--- config.mk ---
export PLATFORM = sky130hd
export DESIGN_NAME = fetch_stage
export DESIGN_NICKNAME = d
export VERILOG_FILES = /design/src/rtl/fetch_stage.sv
export SDC_FILE = /design/constraint.sdc
export NUM_CORES = 1
export LEC_CHECK = 0
export BUFFER_PORTS_ARGS = -buffer_cell sky130_fd_sc_hd__buf_2
export CAP_MARGIN = 10
export CORE_MARGIN = 1.5
export CORE_UTILIZATION = 53
export CTS_CLUSTER_SIZE = 24
export DETAILED_ROUTE_END_ITERATION = 8
export GPL_TIMING_DRIVEN = 0
export PLACE_DENSITY = 0.75
export SETUP_SLACK_MARGIN = 0.4
export SYNTH_ARGS = -nofsm -noshare
export SYNTH_HDL_FRONTEND = slang
export SYNTH_SLANG_ARGS = --single-unit
--- constraint.sdc ---
create_clock -name clk -period 16.4 [get_ports clk]
set_clock_uncertainty 0.1 [all_clocks]
set_input_delay 3.28 -clock clk [delete_from_list [all_inputs] [get_ports clk]]
set_output_delay 3.28 -clock clk [all_outputs]
set_load 0.005 [all_outputs]
--- src/rtl/fetch_stage.sv ---
// fetch_stage: instruction-fetch front end sitting directly upstream of decode.
//
// Owns the fetch PC, issues instruction-memory requests under a credit limit,
// tracks the address of every in-flight request, buffers returned words in a
// small in-order queue and drives the IF/ID pipeline register. Responses that
// belong to requests issued before a redirect are counted as stale and dropped.
//
// Optional build macro: FETCH_BYPASS_EN. When defined, a non-stale response
// that finds the queue empty (with no StallD and no redirect) is written
// straight into IF/ID, saving one cycle. Credit, ordering and stale handling
// are the same in both builds.
//
// Ports:
//   clk, rst_n                 clock, asynchronous active-low reset
//   StallF                     suppress new fetch requests
//   StallD                     hold the IF/ID register
//   PCSrc_E, PCTarget_E        redirect from Execute (overrides StallD)
//   imem_req_valid/ready/addr  fetch request channel
//   imem_rsp_valid/data        in-order response channel, no back-pressure
//   Instr_D, PC_D, PCPlus4_D   IF/ID register contents
//   Valid_D                    IF/ID holds a real instruction
//
// Handshake: a request transfers on a rising edge where imem_req_valid and
// imem_req_ready are both high. imem_req_valid never looks at imem_req_ready,
// and the address stays PC_F until the transfer happens.
module fetch_stage #(
    parameter int              XLEN     = 64,
    parameter logic [XLEN-1:0] RESET_PC = '0,
    parameter int              QDEPTH   = 2
) (
    input  logic            clk,
    input  logic            rst_n,
    input  logic            StallF,
    input  logic            StallD,
    input  logic            PCSrc_E,
    input  logic [XLEN-1:0] PCTarget_E,
    output logic            imem_req_valid,
    input  logic            imem_req_ready,
    output logic [XLEN-1:0] imem_req_addr,
    input  logic            imem_rsp_valid,
    input  logic [31:0]     imem_rsp_data,
    output logic [31:0]     Instr_D,
    output logic [XLEN-1:0] PC_D,
    output logic [XLEN-1:0] PCPlus4_D,
    output logic            Valid_D
);

    localparam int          PW      = (QDEPTH > 1) ? $clog2(QDEPTH) : 1;
    localparam int          CW      = $clog2(QDEPTH + 1);
    localparam logic [31:0] NOP     = 32'h0000_0013;
    localparam logic [CW:0] CREDITS = (CW + 1)'(QDEPTH);

    logic [XLEN-1:0] pc_f_q, pc_f_d;
    logic [CW-1:0]   out_cnt_q, out_cnt_d;
    logic [CW-1:0]   stale_q, stale_d;
    logic [CW-1:0]   q_cnt_q, q_cnt_d;
    logic [PW-1:0]   pf_wr_q, pf_wr_d, pf_rd_q, pf_rd_d;
    logic [PW-1:0]   q_wr_q, q_wr_d, q_rd_q, q_rd_d;
    logic [XLEN-1:0] pf_mem_q [QDEPTH];   // addresses of in-flight requests
    logic [31:0]     qi_mem_q [QDEPTH];   // queued instruction words
    logic [XLEN-1:0] qp_mem_q [QDEPTH];   // queued instruction PCs

    logic            ifid_valid_q, ifid_valid_d;
    logic [31:0]     ifid_instr_q, ifid_instr_d;
    logic [XLEN-1:0] ifid_pc_q, ifid_pc_d;
    logic [XLEN-1:0] ifid_pc4_q, ifid_pc4_d;

    logic [CW:0]     used;
    logic            req_valid, accept, rsp_live, rsp_stale;
    logic            q_empty, pop, push, bypass;
    logic [XLEN-1:0] rsp_pc;

    function automatic logic [PW-1:0] ptr_inc(input logic [PW-1:0] p);
        return (p == PW'(QDEPTH - 1)) ? '0 : p + PW'(1);
    endfunction

    // Every in-flight request already owns a queue slot, so the queue can
    // never overflow. Stale requests still hold their credit until they return.
    assign used      = {1'b0, out_cnt_q} + {1'b0, q_cnt_q};
    // rst_n gates the request so nothing is offered while reset is asserted.
    assign req_valid = rst_n && !StallF && !PCSrc_E && (used < CREDITS);
    assign accept    = req_valid && imem_req_ready;
    assign rsp_stale = imem_rsp_valid && (stale_q != '0);
    assign rsp_live  = imem_rsp_valid && (stale_q == '0);
    assign rsp_pc    = pf_mem_q[pf_rd_q];
    assign q_empty   = (q_cnt_q == '0);
    assign pop       = !PCSrc_E && !StallD && !q_empty;
`ifdef FETCH_BYPASS_EN
    assign bypass    = rsp_live && q_empty && !StallD && !PCSrc_E;
`else
    assign bypass    = 1'b0;
`endif
    // A live response arriving with a redirect is dropped along with the flush.
    assign push      = rsp_live && !PCSrc_E && !bypass;

    always_comb begin
        pc_f_d = pc_f_q;
        if (PCSrc_E) begin
            pc_f_d = {PCTarget_E[XLEN-1:2], 2'b00};
        end else if (accept) begin
            pc_f_d = pc_f_q + XLEN'(4);
        end

        out_cnt_d = out_cnt_q + CW'(accept) - CW'(imem_rsp_valid);

        // On redirect every request still in flight after this edge is stale;
        // a response returning this cycle is already consumed.
        stale_d = stale_q;
        if (PCSrc_E) begin
            stale_d = out_cnt_d;
        end else if (rsp_stale) begin
            stale_d = stale_q - CW'(1);
        end

        // The address FIFO is never flushed: stale responses still pop it.
        pf_wr_d = accept ? ptr_inc(pf_wr_q) : pf_wr_q;
        pf_rd_d = imem_rsp_valid ? ptr_inc(pf_rd_q) : pf_rd_q;

        if (PCSrc_E) begin
            q_wr_d  = '0;
            q_rd_d  = '0;
            q_cnt_d = '0;
        end else begin
            q_wr_d  = push ? ptr_inc(q_wr_q) : q_wr_q;
            q_rd_d  = pop ? ptr_inc(q_rd_q) : q_rd_q;
            q_cnt_d = q_cnt_q + CW'(push) - CW'(pop);
        end

        ifid_valid_d = ifid_valid_q;
        ifid_instr_d = ifid_instr_q;
        ifid_pc_d    = ifid_pc_q;
        ifid_pc4_d   = ifid_pc4_q;
        if (PCSrc_E) begin
            ifid_valid_d = 1'b0;
            ifid_instr_d = NOP;
        end else if (!StallD) begin
            if (pop) begin
                ifid_valid_d = 1'b1;
                ifid_instr_d = qi_mem_q[q_rd_q];
                ifid_pc_d    = qp_mem_q[q_rd_q];
                ifid_pc4_d   = qp_mem_q[q_rd_q] + XLEN'(4);
            end else if (bypass) begin
                ifid_valid_d = 1'b1;
                ifid_instr_d = imem_rsp_data;
                ifid_pc_d    = rsp_pc;
                ifid_pc4_d   = rsp_pc + XLEN'(4);
            end else begin
                // Bubble: PC_D / PCPlus4_D keep their last values.
                ifid_valid_d = 1'b0;
                ifid_instr_d = NOP;
            end
        end
    end

    always_ff @(posedge clk or negedge rst_n) begin
        if (!rst_n) begin
            pc_f_q       <= RESET_PC;
            out_cnt_q    <= '0;
            stale_q      <= '0;
            q_cnt_q      <= '0;
            pf_wr_q      <= '0;
            pf_rd_q      <= '0;
            q_wr_q       <= '0;
            q_rd_q       <= '0;
            ifid_valid_q <= 1'b0;
            ifid_instr_q <= NOP;
            ifid_pc_q    <= '0;
            ifid_pc4_q   <= '0;
        end else begin
            pc_f_q       <= pc_f_d;
            out_cnt_q    <= out_cnt_d;
            stale_q      <= stale_d;
            q_cnt_q      <= q_cnt_d;
            pf_wr_q      <= pf_wr_d;
            pf_rd_q      <= pf_rd_d;
            q_wr_q       <= q_wr_d;
            q_rd_q       <= q_rd_d;
            ifid_valid_q <= ifid_valid_d;
            ifid_instr_q <= ifid_instr_d;
            ifid_pc_q    <= ifid_pc_d;
            ifid_pc4_q   <= ifid_pc4_d;
        end
    end

    // Storage arrays carry data only; validity lives in the counters above.
    always_ff @(posedge clk) begin
        if (accept) begin
            pf_mem_q[pf_wr_q] <= pc_f_q;
        end
        if (push) begin
            qi_mem_q[q_wr_q] <= imem_rsp_data;
            qp_mem_q[q_wr_q] <= rsp_pc;
        end
    end

    // A push into a full queue means the credit accounting is broken.
    a_no_q_overflow: assert property (@(posedge clk) disable iff (!rst_n)
        !(push && (q_cnt_q == CW'(QDEPTH))));

    assign imem_req_valid = req_valid;
    assign imem_req_addr  = pc_f_q;
    assign Instr_D        = ifid_instr_q;
    assign PC_D           = ifid_pc_q;
    assign PCPlus4_D      = ifid_pc4_q;
    assign Valid_D        = ifid_valid_q;

endmodule

==> metrics, run 1 <==
Clock Tree Root clkbuf_16; clock sink count between 500 and 600; clk_lat worst skew 0.61 ns; Finished Cell Area roughly 28000 um^2; H-tree depth 2; Nets approximately 2400; maximum vdd drop 0.0804 mV; fin crit share 46.9%; critical path, cell by cell buf_8 -> and2_1 -> buf_2; initial antenna violation count 0; multi-input logic area between 7000 and 8000 um^2; CTS tree yes; largest net degree at the start of global routing 129; worst rel slew slack between 20% and 30%; Hold Path Class reg -> reg; P_int 2790 uW; Total Power 4000 uW; CTS Buf Count 53; Crit. End Element output pin; Slowest-stage cell, CP buf_8; Post-synth ARST share around 42%; Vias per Instance approximately 6; first-pass GRT wire length 102000 um; status finished clean; chip width 213 um; Switching Fraction 30.2%; CP required 13.02 ns; pwr dens 144 nW/um^2; GRT Total Usage between 30% and 40%; #FFs+latches synth 541; worst path bufs/invs 2; Reg2Reg Depth 13; cell count after placement 2787; # port buffers 319; Clock Power Share 30.8%; count of warnings emitted by yosys 0; Final Wtd Congestion 0.955; Worst Setup Path Type in -> out; Slew @ Worst Pin 1.08 ns; HPWL after DPL 51900 um; sequential share of power 46.9%; area growth from synthesis to layout 18.5%; Logic pwr share between 20% and 30%; Post-Syn Instances 1869; Mean Syn Cell Area approximately 13 um^2; number of enable flip-flop cells after synthesis about 310; DRC violations left 0; CTS Hold Bufs 0; CP max stage delay between 0.5 and 0.6 ns; final setup vio count 0; nature of the critical path startpoint primary input; Layout Utilization 64.1%; Final Critical Period 7.69 ns; NetSw approximately 1200 uW; Initial Utilization between 50% and 60%; register area share after synthesis 64.4%; max-cap violation count 0; drt pass-1 iters 6; Congestion Overflow GR 0; Fin. Hold Viols 0; Primary FF master, synth edfxtp_1; vias in the first global route 16840; remaining antenna violation count after routing 0; via count between 15000 and 20000; fill count 3406; Slew Viols, Final 0; Synth Cell Area 23400 um^2; CP top delay family buffers and inverters; post-CTS setup buffer count 0; Ports 329; critical path depth in cells 3; Initial DRC Count 1703; diode count 0; Die H 213 um; routed wire length per instance 23.9 um; FP Rows 76; Synth area leaders edfxtp_1, dfrtp_1, nand2_1; top cell type's share of synthesized area 40.0%; CORE AREA 43400 um^2; clock buffer depth 3; CP Max Fanout 104; Setup TNS 0 ns; Pleak around 0.011 uW; die area 45500 um^2; RSZ-0062 raised after global routing no; hold path depth 2; placed inst area 26000 um^2; f_max between 100 and 150 MHz; final wirelength 68900 um; Post-CTS Resized 0; Yosys cell types slightly below 80; Clock Pin Slew Worst Setup and Hold Paths 0.06 ns; Critical Path AT 4.31 ns; sequential cell area around 15000 um^2; post-synth top area cell edfxtp_1; Post-Layout Cell Count approximately 2900; share of layout cells above drive strength 1 24.1%
-- routing by layer --
layer	vias to the layer above	share of wire [%]	wire, um	track usage [%]
met3	147	7.1	4900	4.31
li1	7785	-	-	-
met4	0	3.5	2450	11.9
met1	8644	43	29500	42.4
met5	-	0	0	0
met2	857	47	32100	48.2
-- worst reg2reg max path: cells and delay by family (launching register included) --
family	cells	cell delay, ns
buffers and inverters	5	1.41
AND/OR/NAND/NOR	3	1.33
AO/OA/AOI/OAI	2	0.54
flip-flops	1	0.34
multiplexers	1	0.27
adder cells (fa/ha/maj)	1	0.26
XOR/XNOR	1	0.20
-- area by class of cell --
class	count	area share, %
repair buffers	328	6.46
well taps	585	2.63
clock buffers	66	5.13
clock inverters	32	1.24
plain buffers	100	1.70
flip-flops and latches	541	54.4
inverters	15	0.203
multi-input cells	1218	28.3
-- synth_stat cells (18+ instances only) --
library cell,number
edfxtp_1,312
nand2_1,279
dfrtp_1,226
o21ai_0,179
mux2i_1,82
nand3_1,79
mux2_2,73
nand4_1,61
clkbuf_1,57
xor2_1,47
nor2_1,41
a21oi_1,33
nand3b_1,28
nor4_1,21
a22oi_1,19
nand4b_1,18
nor3_1,18
o311ai_0,18
-- state kept, by name, indices dropped and copies added, names as in the netlist --
name / count
pf_mem_q: 124
PCPlus4_D: 62
qi_mem_q: 64
out_cnt_q: 2
imem_req_addr: 62
PC_D: 62
q_wr_q: 1
Instr_D: 32
Valid_D: 1
stale_q: 2
pf_wr_q: 1
pf_rd_q: 1
q_rd_q: 1
q_cnt_q: 2
qp_mem_q: 124
-- stage by stage --
stage	setup WS, ns	hold slack (ns)
2_1_floorplan	7.89	0.360
4_1_cts	8.69	0.374
3_5_place_dp	8.71	0.359
6_report	8.71	0.371
5_1_grt	8.57	0.393
3_3_place_gp	3.00	0.356
-- logic make-up after synthesis --
group                    Yosys count  share of synthesized area, %
adder cells (fa/ha/maj)            8                         0.459
multiplexers                     155                          7.01
AO/OA/AOI/OAI                    338                          8.98
buffers and inverters            115                          2.25
other                              1                        0.0160
AND/OR/NAND/NOR                  647                          14.5
XOR/XNOR                          64                          2.39
flip-flops                       541                          64.4
-- final timing paths --
kind | start | endpoint | slack (ns)
worst max-delay path | rst_n | imem_req_valid | 8.71
worst min-delay path | PCPlus4_D[3] | PCPlus4_D[3] | 0.37
worst max register to register | q_rd_q | PCPlus4_D[60] | 11.82
worst min register to register | PCPlus4_D[3] | PCPlus4_D[3] | 0.37
max in group asynchronous | rst_n | Instr_D[6] | 12.40
min in group asynchronous | rst_n | imem_req_addr[36] | 2.58
-- power by group through the flow --
stage                     registers, uW  logic, uW  clock network (uW)
after CTS                          1870        892                1250
after global routing               1900        978                1300
after detailed placement           1900        884                   0
final                              1880        890                1230
after floorplan                    1880        458                   0
after global placement             1900        852                   0
-- placed cells by master (no fill, tap or decap), types with 8 or more instances in the layout --
cell and instances:
buf_1 10, a31oi_1 10, mux2i_1 82, o211ai_1 15
nor3_1 18, and4_1 9, clkbuf_1 65, nor2_1 38
nand3b_1 28, o311ai_0 18, a21oi_1 33, mux2_2 73
and3_1 17, nand2_1 279, dfrtp_1 226, nand4b_1 18
nand3_1 79, buf_2 335, nor2b_1 17, and2_1 14
a221o_1 8, o21ai_0 179, xor2_1 47, edfxtp_1 312
buf_4 12, nand4_1 61, xnor2_1 17, clkinv_2 10
clkbuf_16 53, nor4_1 21, buf_12 8, a22oi_1 19
inv_1 13
Power figures use the tool's default switching activity.
==> run 2, diff against run 1 <==
CORE_UTILIZATION = 52   (was 53)
PLACE_DENSITY = 0.76   (was 0.75)
clock period = 6.8 ns   (was 16.4 ns; I/O delays follow)
==> metrics, run 2 (synthesis gave the netlist of run 1 again) <==
status finished clean; routed wire length per instance 23.3 um (-2.3%); Reg2Reg Depth 8 (-5); Vias per Instance 6.03 (-0.20%); Congestion Overflow GR 0 (unchanged); area growth from synthesis to layout 18.7%; Ports 329 (unchanged); Worst Setup Path Type in -> reg; Nets 2369 (+0.042%); Hold Path Class reg -> reg; Crit. End Element flip-flop; clock sink count 541 (unchanged); Initial Utilization 52.9% (-1.2 points); share of layout cells above drive strength 1 24.0% (-0.11 points); Post-CTS Resized 0 (unchanged); fill count 3466 (+1.8%); HPWL after DPL 49800 um (-4.2%); Fin. Hold Viols 0 (unchanged); nature of the critical path startpoint primary input; Finished Cell Area 27800 um^2 (+0.16%); CTS tree yes; CP required 6.99 ns (-6.03 ns); # port buffers 319 (unchanged); maximum vdd drop 0.187 mV (+130%); f_max ~210 MHz; Final Critical Period 4.83 ns; remaining antenna violation count after routing 0 (unchanged); worst rel slew slack 32.8% (+5.7 points); Largest regs pf_mem_q x124, qp_mem_q x124, qi_mem_q x64; drt pass-1 iters 5 (-1); via count 17452 (+0.11%); Clock Tree Root clkbuf_16; Clock Pin Slew Worst Setup and Hold Paths 0.06 ns (about the same); clock buffer depth 3 (unchanged); CORE AREA 44300 um^2 (+2.2%); final wirelength 67600 um (-2.0%); max-cap violation count 0 (unchanged); initial antenna violation count 0 (unchanged); vias in the first global route 16820 (-0.12%); diode count 0 (unchanged); CTS Buf Count 53 (unchanged); Slew Viols, Final 0 (unchanged); die area 46400 um^2 (+1.9%); Pleak 0.0110 uW (+0.18%); placed inst area 26100 um^2 (+0.20%); post-CTS setup buffer count 0 (unchanged); FP Rows 77 (+1.3%); largest net degree at the start of global routing 122 (-5.4%); H-tree depth 2 (unchanged); DRC violations left 0 (unchanged); Critical Path AT 5.02 ns (+0.71 ns); GRT Total Usage 28.9% (-1.4 points); RSZ-0062 raised after global routing no; cell count after placement 2795 (+0.29%); Final Wtd Congestion 0.998 (+4.5%); clk_lat worst skew 0.61 ns (about the same); final setup vio count 0 (unchanged); first-pass GRT wire length 102000 um (about the same); CP Max Fanout 40 (-62%); chip width 215 um (+0.94%); Slew @ Worst Pin 0.999 ns (-0.0853 ns); Die H 215 um (+0.94%); commonest non-fill, non-tap cells in the layout buf_2, edfxtp_1, nand2_1; commonest non-fill, non-tap cell in the layout buf_2; pwr dens 347 nW/um^2 (+140%); CTS Hold Bufs 0 (unchanged); Post-Layout Cell Count 2894 (+0.31%); Initial DRC Count 1917 (+13%); hold path depth 2 (unchanged); fin crit share between 70% and 80%
==> run 2: final timing paths <==
path                              start               end  slack [ns]
min in group asynchronous         rst_n  imem_req_addr[3]        0.63
max in group asynchronous         rst_n     PCPlus4_D[38]        4.91
setup / recovery                PCSrc_E   pf_mem_q[1][20]        1.97
hold / removal                  PC_D[4]           PC_D[4]        0.37
hold reg to reg                 PC_D[4]           PC_D[4]        0.37
setup reg to reg           out_cnt_q[0]   pf_mem_q[1][20]        2.07
==> run 2: metrics by stage <==
step           setup slack [ns]  power [uW]  hold WS [ns]  util (%)  setup TNS, ns
6_report                   1.97        9640         0.373      62.8              0
2_1_floorplan             0.214        5630         0.360         -              0
3_3_place_gp              -4.39        6620         0.358      58.2        -878.06
3_5_place_dp               1.39        6700         0.362      58.8              0
4_1_cts                    2.03        9680         0.376      62.8              0
5_1_grt                    1.92       10100         0.403      62.8              0
==> run 2: area by class of cell <==
type	count	area, um^2	share of cell area [%]
plain buffers	100	472	1.70
clock buffers	73	1460	5.23
clock inverters	26	309	1.11
inverters	15	56.3	0.202
multi-input cells	1218	7850	28.2
flip-flops and latches	541	15100	54.3
well taps	592	741	2.66
repair buffers	329	1840	6.60
==> run 2: critical path: stages <==
cell,delay (ns)
clkbuf_1,0.27
nor4_1,0.90
and3_1,0.39
clkbuf_1,0.46
clkbuf_1,0.62
and2_2,0.65
buf_12,0.31
==> run 2: power breakdown <==
part,internal [uW],switching (uW),total (uW)
combinational,890,1230,2120
sequential,4120,409,4530
clock,1730,1250,2990
==> run 2: metal layers <==
layer / global-route usage, % / part of all wire, % / routed length [um] / up-vias
met3: 4.27 / 7.5 / 5090 / 165
met1: 42.1 / 43 / 29200 / 8568
met4: 12.1 / 4.3 / 2900 / 0
met2: 43.8 / 45 / 30300 / 930
li1: - / - / - / 7789
met5: 0 / 0 / 0 / -
